$ cat src/rtl/m_merge_stage.sv
// Two-way round-robin merge into a 2-entry ordered buffer with source tagging.
// Acks depend only on registered occupancy, so downstream Ack never reaches upstream Ack.
module m_merge_stage #(
  parameter int DW = 16
) (
  input  logic          CLK,
  input  logic          MR,
  input  logic          CM_Send_in_a,
  input  logic [DW-1:0] CM_Data_in_a,
  output logic          CM_Ack_out_a,
  input  logic          CM_Send_in_b,
  input  logic [DW-1:0] CM_Data_in_b,
  output logic          CM_Ack_out_b,
  output logic          CM_Send_out,
  output logic [DW-1:0] CM_Data_out,
  output logic          CM_Src_out,
  input  logic          CM_Ack_in,
  output logic          CM_CP
);

  logic [1:0]    count_q, count_d;
  logic          head_q, head_d;
  logic          tail_q, tail_d;
  logic          rr_q, rr_d;
  logic          cp_q, cp_d;
  logic [DW-1:0] data_q [2];
  logic          src_q  [2];

  logic          can_accept;
  logic          gnt_a, gnt_b;
  logic          push, pop;
  logic          wr_src;
  logic [DW-1:0] wr_data;

  // Arbitration: when both paths send, rr_q picks the side (0 = a).
  always_comb begin
    can_accept = !MR && (count_q != 2'd2);
    gnt_a      = can_accept && CM_Send_in_a && (!CM_Send_in_b || !rr_q);
    gnt_b      = can_accept && CM_Send_in_b && (!CM_Send_in_a ||  rr_q);
    push       = gnt_a || gnt_b;
    pop        = (count_q != 2'd0) && CM_Ack_in;
    wr_src     = gnt_b;
    wr_data    = gnt_b ? CM_Data_in_b : CM_Data_in_a;
  end

  always_comb begin
    count_d = count_q;
    head_d  = head_q;
    tail_d  = tail_q;
    rr_d    = rr_q;
    cp_d    = 1'b0;
    if (push) begin
      tail_d = ~tail_q;
      rr_d   = ~wr_src;
      cp_d   = 1'b1;
    end
    if (pop) head_d = ~head_q;
    case ({push, pop})
      2'b10:   count_d = count_q + 2'd1;
      2'b01:   count_d = count_q - 2'd1;
      default: count_d = count_q;
    endcase
  end

  always_ff @(posedge CLK) begin
    if (MR) begin
      count_q <= 2'd0;
      head_q  <= 1'b0;
      tail_q  <= 1'b0;
      rr_q    <= 1'b0;
      cp_q    <= 1'b0;
    end else begin
      count_q <= count_d;
      head_q  <= head_d;
      tail_q  <= tail_d;
      rr_q    <= rr_d;
      cp_q    <= cp_d;
    end
  end

  // Storage needs no reset: it is only observed while count_q is non-zero.
  always_ff @(posedge CLK) begin
    if (push) begin
      data_q[tail_q] <= wr_data;
      src_q[tail_q]  <= wr_src;
    end
  end

  assign CM_Ack_out_a = gnt_a;
  assign CM_Ack_out_b = gnt_b;
  assign CM_Send_out  = (count_q != 2'd0);
  assign CM_Data_out  = CM_Send_out ? data_q[head_q] : '0;
  assign CM_Src_out   = CM_Send_out ? src_q[head_q]  : 1'b0;
  assign CM_CP        = cp_q;

endmodule

$ cat config.mk
export PLATFORM = sky130hd
export DESIGN_NAME = m_merge_stage
export DESIGN_NICKNAME = d
export VERILOG_FILES = /design/src/rtl/m_merge_stage.sv
export SDC_FILE = /design/constraint.sdc
export NUM_CORES = 1
export LEC_CHECK = 0
export CORE_MARGIN = 2
export CORE_UTILIZATION = 35
export DETAILED_ROUTE_END_ITERATION = 8
export MAX_ROUTING_LAYER = met4
export PLACE_DENSITY_LB_ADDON = 0.25
export SLEW_MARGIN = 20
export SYNTH_ARGS = -nofsm -noshare
export SYNTH_HDL_FRONTEND = slang
export SYNTH_SLANG_ARGS = --single-unit
$ cat constraint.sdc
create_clock -name CLK -period 2.5 [get_ports CLK]
set_input_delay 0.625 -clock CLK [delete_from_list [all_inputs] [get_ports CLK]]
set_output_delay 0.625 -clock CLK [all_outputs]
set_load 0.005 [all_outputs]
# == Word-level counts from Yosys, hierarchy flattened ==
# Memories as Yosys holds them, arrays and structs flattened. A register that Yosys moved wholly into a read port is not among the register bits.
# Cells that the tools add are included.
# totals
register_bits,6
ram_bits,34
word_cells,40
mem_count,2
# memory_table
name,depth,width,rd,rd_ports_with_merged_regs,wr,line,source
data_q,2,16,1,1,1,26,logic [DW-1:0] data_q [2];
src_q,2,1,1,1,1,27,logic src_q [2];
# op_classes
add_sub_neg,2
eq_ne,3
mux,10
n_bitwise,3
reduce_logical,15
# op_table
op,n
$mux 16,2
$mux 1,7
$logic_and 1x1->1,6
$logic_not 1->1,4
$pmux 2 s2,1
$reduce_bool 2->1,2
$logic_or 1x1->1,3
$not 1->1,3
$add 2x1->2 const B,1
$eq 2x1->1 const B,1
$eq 2x2->1 const B,1
$ne 2x2->1 const B,1
$sub 2x1->2 const B,1

# == Logic depth before layout (Yosys ltp) ==
# Gate-level depths: netlist (run 1).
# logic_depth
depth_word,7
mapped_depth,7
ltp_nobuf,7

# == Worst setup path after synthesis (run 1) ==
# No wires, ideal clock.
# synth_timing
kind,input port to output port
start,input port MR
end,output port CM_Ack_out_b
arrival_time_ns,1.705
required_time_ns,1.875
path_slack_ns,0.170
stages,5
path_cell_list,clkbuf_1 or4b_1 buf_4 buf_6 inv_1
# synth_via
elab_chain_len,4
# synth_lines
item,line,source
"start, declared",7,"input logic MR,"
$logic_not 1->1,37,can_accept = !MR && (count_q != 2'd2);
$logic_and 1x1->1,37,
$logic_and 1x1->1 (2 in a row),39,gnt_b = can_accept && CM_Send_in_b && (!CM_Send_in_a || rr_q);
"end, declared",13,"output logic CM_Ack_out_b,"
# Every way passes these cells.

# == Worst setup path in the final report (run 1) ==
# layout_timing
start,input port CM_Send_in_b
end,output port CM_Ack_out_b
# layout_via
elab_chain_len,2
# layout_lines
item,line,source
"start, declared",11,"input logic CM_Send_in_b,"
$logic_and 1x1->1 (2 in a row),39,
# Every way passes these cells.

==> impl_results.md, run 1 <==
* Internal Pwr Total at 0.001594 W
* Site row count at 26
* RSZ-0062 raised after global routing: false
* Setup_tns at 0 ps
* First-pass GRT wire length at 5.720 mm
* Area Growth Syn to Fin at 44.80%
* CTS root buffer: clkbuf_8
* Critical path class: in -> out
* DRT Wirelength at 3.520 mm
* Max-slew headroom at 0.7762
* Mapped cell area at 0.001818 sq mm
* Clk sinks at 41
* Initial core utilization at 0.3582
* Seq cells post-synth at 41
* Max-cap violations at 0
* Share of post-route cells with drive strength above 1 at 0.2060
* Ports at 58
* Yosys cell types at 25
* Status: finished clean
* Post-synth top area cell: edfxtp_1
* Max FO, Critical Path at 3
* Synth area leaders: edfxtp_1 (56%), mux2i_1 (9.4%), dfxtp_1 (7.7%)
* Core area at 0.005075 sq mm
* Dpl hpwl at 2.625 mm
* Reg clk slew, reported paths at 70 ps
* Detailed Routing Iterations Pass 1 at 4
* DRT antenna net count at 0
* Hold Fails Final Rpt at 0
* Synthesized Nets at 166
* CP top delay family: buffers and inverters
* Number of diodes at 0
* Worst-Skew Late Latency at 290 ps
* Fillcell total at 463
* P_leak at 0.9850 nW
* Global Route Usage Sum at 0.1316
* DIE WIDTH at 76.07 um
* Post-CTS Hold Buffers at 0
* Final period utilization at 0.9690
* Post-CTS setup buffers at 0
* Element type at the critical path start: primary input
* Clock power share at 0.174
* Average wire per standard cell at 13.09 um
* CP Buf/Inv Count at 3
* Post-DP Area at 0.002541 sq mm
* Syn Area/Cell at 14.20 sq um
* Hold Crit Class: reg -> reg
* H-Tree Level Count at 2
* Num CTS Buffers at 5
* Via count at 1198
* Die area at 0.005787 sq mm
* Initial antenna violation count at 0
* Peak supply drop at 0.0004161 V
* DRC at 0
* Largest net degree at the start of global routing at 19
* Port bufs at 57
* Crit-path slowest cell: clkdlybuf4s50_1
* Finished Cell Area at 0.002633 sq mm
* Measured slew at the worst slew-check pin at 335.0 ps
* Flop pwr share at 0.416
* Nets at 237
* Gate power share at 0.410
* Max incr delay on CP at 500 ps
* Pwr per Cell Area at 849.9 mW/mm^2
* Required @ worst endpoint at 1880 ps
* Critical path endpoint category: output port
* GPL Wtd Cong at 0.7568
* CTS tree: built
* Vias in the first global route at 1165
* Max Buffers Root-to-Sink at 2
* Synth warn at 0
* Sequential-to-total area share from yosys stat at 0.6387
* Setup violations, final at 0
* Setup Skew at 4.204 ps
* Min Tclk post-route at 2423 ps
* Die Ht at 76.07 um
* Critical Path AT at 1800 ps
* Max Transition Viols Final at 0
* Net Sw Frac at 0.2875
* Vias per inst at 4.454
* GRT overflow at 0
* Cell chain of the critical path: clkdlybuf4s50_1 -> or4b_4 -> inv_4 -> buf_6
* DRT iter0 DRCs at 55
* Synth top area share at 0.5616
* F_max at 412.8 MHz
* Syn Inst Count at 128
* NetSw at 0.0006431 W
-- worst paths after layout --
kind / to / slack (ps) / depth (start not counted) / startpoint
setup / recovery: CM_Ack_out_b / 80 / 4 / CM_Send_in_b
hold / removal: flop / 520 / 2 / head_q
setup reg to reg: data_q[1][12] / 580 / 4 / count_q[1]
hold reg to reg: flop / 520 / 2 / head_q
-- logic make-up (layout without fill, tap and decap cells) --
| group | Yosys count | count (layout) | synth area share |
|---|---|---|---|
| flip-flops | 41 | 41 | 0.6387 |
| AND/OR/NAND/NOR | 33 | 33 | 0.08053 |
| buffers and inverters | 11 | 82 | 0.02959 |
| multiplexers | 33 | 33 | 0.2092 |
| XOR/XNOR | 3 | 3 | 0.01446 |
| AO/OA/AOI/OAI | 6 | 6 | 0.02064 |
| adder cells (fa/ha/maj) | 1 | 1 | 0.006881 |
-- Yosys cell counts (all sizes together) --
cell    number
a21oi        1
a32o         1
and2         1
and3         1
buf          3
clkbuf       3
dfxtp        7
edfxtp      34
ha           1
inv          5
mux2        16
mux2i       17
nand2        1
nor2        24
nor2b        3
nor3         1
o211ai       1
o21ai        3
or3          1
or4b         1
xnor2        1
xor2         2
-- sequential cells by signal, indices dropped and copies added, names as in the netlist, named ones only --
name     cells
CM_CP        1
count_q      2
data_q      32
head_q       1
rr_q         1
src_q        2
tail_q       1
-- metal layers --
layer  part of all wire  track usage  routed length (um)  up-vias
li1                   -            -                   -      598
met1               0.45       0.1537                1580      553
met2               0.47       0.2054                1642       38
met3              0.063      0.04621                 222        9
met4              0.021      0.06000                  74        0
met5                  0            -                   0        -
-- layout by cell type (no fill, tap or decap), types with 2 or more instances in the layout --
master,n
clkbuf_8,5
clkdlybuf4s50_1,54
inv_1,4
nor2_1,22
nor2b_1,2
edfxtp_1,34
xor2_1,2
mux2i_1,17
nor2_2,2
mux2_4,8
dfxtp_1,6
buf_4,13
mux2_2,8
o21ai_0,3
-- worst min-delay path, stage by stage, from the launching register on --
cell and delay [ps]:
dfxtp_1 330, xor2_1 80, nor2_1 70
-- cell type report --
class / count / area, sq um / area share
clock inverters: 1 / 3.754 / 0.001426
inverters: 5 / 21.27 / 0.008080
clock buffers: 6 / 72.57 / 0.02757
flip-flops and latches: 41 / 1162 / 0.4415
multi-input cells: 76 / 614.3 / 0.2334
repair buffers: 70 / 670.6 / 0.2548
well taps: 70 / 87.58 / 0.03327
-- power by group through the flow --
stage,Clock (W),Sequential [W],Combinational (W)
finish,0.000389,0.000931,0.000918
global route,0.000438,0.000942,0.00100
CTS,0.000402,0.000930,0.000934
detailed placement,0,0.000944,0.000926
global placement,0,0.000939,0.000903
floorplan,0,0.000928,0.000443
-- repair_timing --
item / 4_1_cts / 5_1_grt
endpoints found under the setup margin: 2 / 2
gates cloned: 0 / 0
pin swaps: 0 / 1
gates resized for setup: 9 / 4
-- metrics by stage --
stage	total power [W]	worst slack, ps	utilization	hold slack (ps)	std cells
after floorplan	0.001370	170.2	-	459.3	128
after global placement	0.001843	-431.5	0.5007	485.7	262
after detailed placement	0.001871	-453.1	0.5007	498.4	262
after CTS	0.002267	9.687	0.5170	519.6	269
after global routing	0.002384	43.21	0.5187	553.0	269
final	0.002237	77.42	0.5187	518.9	269
(Power assumes the default switching activity.)
==> run 2: changes to the inputs <==
Settings changed: CTS_CLUSTER_SIZE from default to 40.
Clock period 2.5 ns to 3.05 ns, I/O delays scaled along.
==> impl_results.md, run 2 (same netlist as run 1, synthesis figures left out) <==
* GPL Wtd Cong at 0.7642
* DRT iter0 DRCs at 92
* GRT overflow at 0
* Commonest non-fill, non-tap cells in the layout: clkdlybuf4s50_1 (56), edfxtp_1 (34), nor2_1 (23)
* F_max at 340.9 MHz
* Post-DP Area at 0.002511 sq mm
* H-Tree Level Count at 2
* Critical path class: in -> out
* Max-cap violations at 0
* CTS root buffer: clkbuf_8
* Peak supply drop at 0.0002990 V
* Most common cell after layout, fill and taps aside: clkdlybuf4s50_1
* DRT Wirelength at 3.625 mm
* Average wire per standard cell at 13.63 um
* Ports at 58
* Vias in the first global route at 1286
* Port bufs at 57
* P_leak at 0.9584 nW
* Hold Fails Final Rpt at 0
* Global Route Usage Sum at 0.1362
* Die area at 0.005787 sq mm
* Reg clk slew, reported paths at 70 ps
* Min-Delay Endpoint: head_q
* Worst setup margin at 116.9 ps
* Clk sinks at 41
* Required @ worst endpoint at 2290 ps
* CP Buf/Inv Count at 3
* Detailed Routing Iterations Pass 1 at 4
* Hold Crit Class: reg -> reg
* Placed instance count at 258
* Final std cells w/o fill at 266
* Setup_tns at 0 ps
* Min Tclk post-route at 2933 ps
* DRC at 0
* Num CTS Buffers at 5
* Max FO, Critical Path at 8
* First-pass GRT wire length at 5.940 mm
* Dpl hpwl at 2.636 mm
* Worst-Skew Late Latency at 290 ps
* CTS tree: built
* Critical path endpoint category: output port
* Die Ht at 76.07 um
* Setup Skew at 8.672 ps
* Status: finished clean
* Site row count at 26
* Measured slew at the worst slew-check pin at 361.6 ps
* Worst r2r path cells at 6
* Finished Cell Area at 0.002596 sq mm
* Critical Path AT at 2170 ps
* Max FFs per register at 32
* Reg-to-Reg End: count_q[1]
* Vias per inst at 4.519
* Share of post-route cells with drive strength above 1 at 0.1786
* Final period utilization at 0.9617
* Post-CTS Hold Buffers at 0
* Multi-input logic area at 609.3 sq um
* R2R Setup Slk at 1110 ps
* Number of diodes at 0
* RSZ-0062 raised after global routing: false
* Worst hold path startpoint: head_q
* Crit-path slowest cell: clkdlybuf4s50_1
* CP top delay family: buffers and inverters
* Pwr per Cell Area at 701.3 mW/mm^2
* Element type at the critical path start: primary input
* DP Worst Slack at -192.6 ps
* DIE WIDTH at 76.07 um
* Via count at 1202
* Top flop regs: data_q (32), count_q (2), src_q (2)
* Top reg by flops: data_q
* Initial antenna violation count at 0
* DRT antenna net count at 0
* Area Growth Syn to Fin at 42.81%
* R2r startpoint: count_q[0]
* Core area at 0.005075 sq mm
* Initial core utilization at 0.3582
* Largest net degree at the start of global routing at 19
* Register Area at 0.001161 sq mm
* Max Buffers Root-to-Sink at 2
* Cell chain of the critical path: clkdlybuf4s50_1 -> buf_4 -> nor2_1 -> and3_1 -> clkdlybuf4s50_1
* Fillcell total at 485
* Max Transition Viols Final at 0
* Nets at 233
* Hold depth at 2
* Worst path most repeated cell: clkdlybuf4s50_1
* Max-slew headroom at 0.7570
* Max incr delay on CP at 500 ps
* Setup violations, final at 0
run 2: changes by cell type in the layout (fill, tap and decap cells not counted), sizes merged:
cell / change
buf: -5
clkdlybuf4s50: +2
clkinv: +1
dlymetal6s2s: -1
run 2: how the worst max path moves through the flow:
| stage | startpoint | to | slack [ps] | depth (start not counted) |
|---|---|---|---|---|
| 2_1_floorplan | MR | CM_Ack_out_b | 450 | 5 |
| 3_3_place_gp | CM_Send_in_a | CM_Ack_out_b | -150 | 5 |
| 3_5_place_dp | CM_Send_in_a | CM_Ack_out_b | -190 | 5 |
| 4_1_cts | MR | CM_Ack_out_a | 110 | 5 |
| 5_1_grt | MR | CM_Ack_out_a | 50 | 5 |
| 6_report | MR | CM_Ack_out_a | 120 | 5 |
run 2: routing by layer:
metal  routed length, um  up-vias  global-route usage  share of wire
li1                    -      593                   -              -
met3                 195        5             0.03555          0.054
met5                   0        -                   -              0
met4                  47        0             0.05455          0.013
met2                1797       36              0.2250           0.50
met1                1584      568              0.1597           0.44
run 2: final cells by class:
class / count / area share
repair buffers: 66 / 0.2453
clock inverters: 2 / 0.003855
flip-flops and latches: 41 / 0.4472
inverters: 5 / 0.007229
clock buffers: 6 / 0.02795
well taps: 70 / 0.03373
multi-input cells: 76 / 0.2347
run 2: what timing repair did:
action                     CTS  global route
setup buffers                0             0
setup endpoints to repair    1             0
resized for setup            3             0
run 2: worst min-delay path, stage by stage (launching register included):
cell and delay, ps:
dfxtp_1 320, xor2_1 80, nor2_1 70
run 2: power by group:
group          switching (W)  internal [W]
Sequential         0.0000513      0.000719
Clock               0.000173      0.000158
Combinational       0.000307      0.000411
Total               0.000532       0.00129
run 2: metrics by stage:
step | util | hold slack [ps] | power [W]
after floorplan | - | 459.3 | 0.001123
after global placement | 0.4948 | 492.5 | 0.001488
after detailed placement | 0.4948 | 491.7 | 0.001510
after CTS | 0.5116 | 509.4 | 0.001845
after global routing | 0.5116 | 537.6 | 0.001935
final | 0.5116 | 506.5 | 0.001821
==> edit, RTL diff (flow settings as in run 1) <==
`DW`: 16 -> 18.
--- a/src/rtl/m_merge_stage.sv
+++ b/src/rtl/m_merge_stage.sv
@@ -1,7 +1,7 @@
 // Two-way round-robin merge into a 2-entry ordered buffer with source tagging.
 // Acks depend only on registered occupancy, so downstream Ack never reaches upstream Ack.
 module m_merge_stage #(
-  parameter int DW = 16
+  parameter int DW = 18
 ) (
   input  logic          CLK,
   input  logic          MR,
Ports: changed (resized CM_Data_in_a, CM_Data_in_b and CM_Data_out); port bits go from 58 to 64. No check against the original RTL was run, so the function may have changed too.
==> edit against run 1 <==
Sequential power increased by 8%. Total power increased by 8.6%. Worst setup slack improved by 0.050 ns. Routed wire length increased by 13%. Register-to-register slack got worse by 0.09 ns. Area after synthesis increased by 12%. Synthesized cell count increased by 8.6%. Combinational power increased by 10%. Final area increased by 11%. Final cell count increased by 6.3%. Sequential cell count increased by 4. Hold slack got worse by 0.025 ns.
==> edit: results <==
group,metric,value,unit
placement,hpwl,2.91,mm
layout,fin_util,52.3,%
run_status,status,"completed",
setup_path,r2r-start,"count_q[0]$_SDFFE_PP0P_",
placement,placed_cell_area,0.00283,mm2
layout,drive_above_1_share,18.2,%
grt,grt_pass1_vias,1348,
grt,use_met2,25.5,%
sta,finalCritPeriodShare,94.9,%
sta,whs,0.494,ns
setup_path,crit_fanout,2,
power,power_switching_share,28.5,%
grt,grt_max_degree,21,
power,power.share.combinational,41.6,%
power,power_leakage,1.11,nW
setup_path,worstReg2RegEnd,"data_q[1][17]$_DFFE_PP_",
layout,final_cells,286,
setup_path,worstPathArrival,1.75,ns
grt,grt_use_met3,3.15,%
synth,synth-edff-count,38,
detailed_routing,wl,3.98,mm
placement,routabilityCongestion,0.751,
layout,finalNetCount,255,
placement,port_buffers,63,
synth,synth_area_leaders,"edfxtp_1 56%, mux2_4 13%, mux2i_1 9.3%, dfxtp_1 6.9%, nor2_1 4.8%",
worst_hold_path,min_from,"tail_q$_SDFFE_PP0N_",
edit: cell types whose count changed after synthesis, moves of 2 or more:
cell	change
edfxtp_1	+4
mux2_2	-8
mux2_4	+10
mux2i_1	+2
nor2_1	+2
edit: what timing repair did:
action                                  CTS  global route
endpoints found under the setup margin    2             1
pin swaps                                 0             1
resized for setup                         8             2
edit: cell type report:
type | instances | share of cell area [%]
well taps | 72 | 3.09
flip-flops and latches | 45 | 43.9
repair buffers | 74 | 25.5
multi-input cells | 82 | 24.0
clock buffers | 8 | 2.75
inverters | 5 | 0.729
edit: cell families (layout without fill, tap and decap cells):
group / after synthesis / count (layout) / synth area share, %
mux: 37 / 37 / 22.6
flops: 45 / 45 / 62.9
xor+xnor: 3 / 3 / 1.29
compound gates: 6 / 6 / 1.84
fa+ha+maj: 1 / 1 / 0.614
buf+inv: 12 / 87 / 3.07
simple gates: 35 / 35 / 7.73
edit: per-layer routing:
layer	share of wire (%)	wire length, um
met2	57	2250
met5	0	0
met4	1.6	63
met3	3.4	134
met1	38	1520
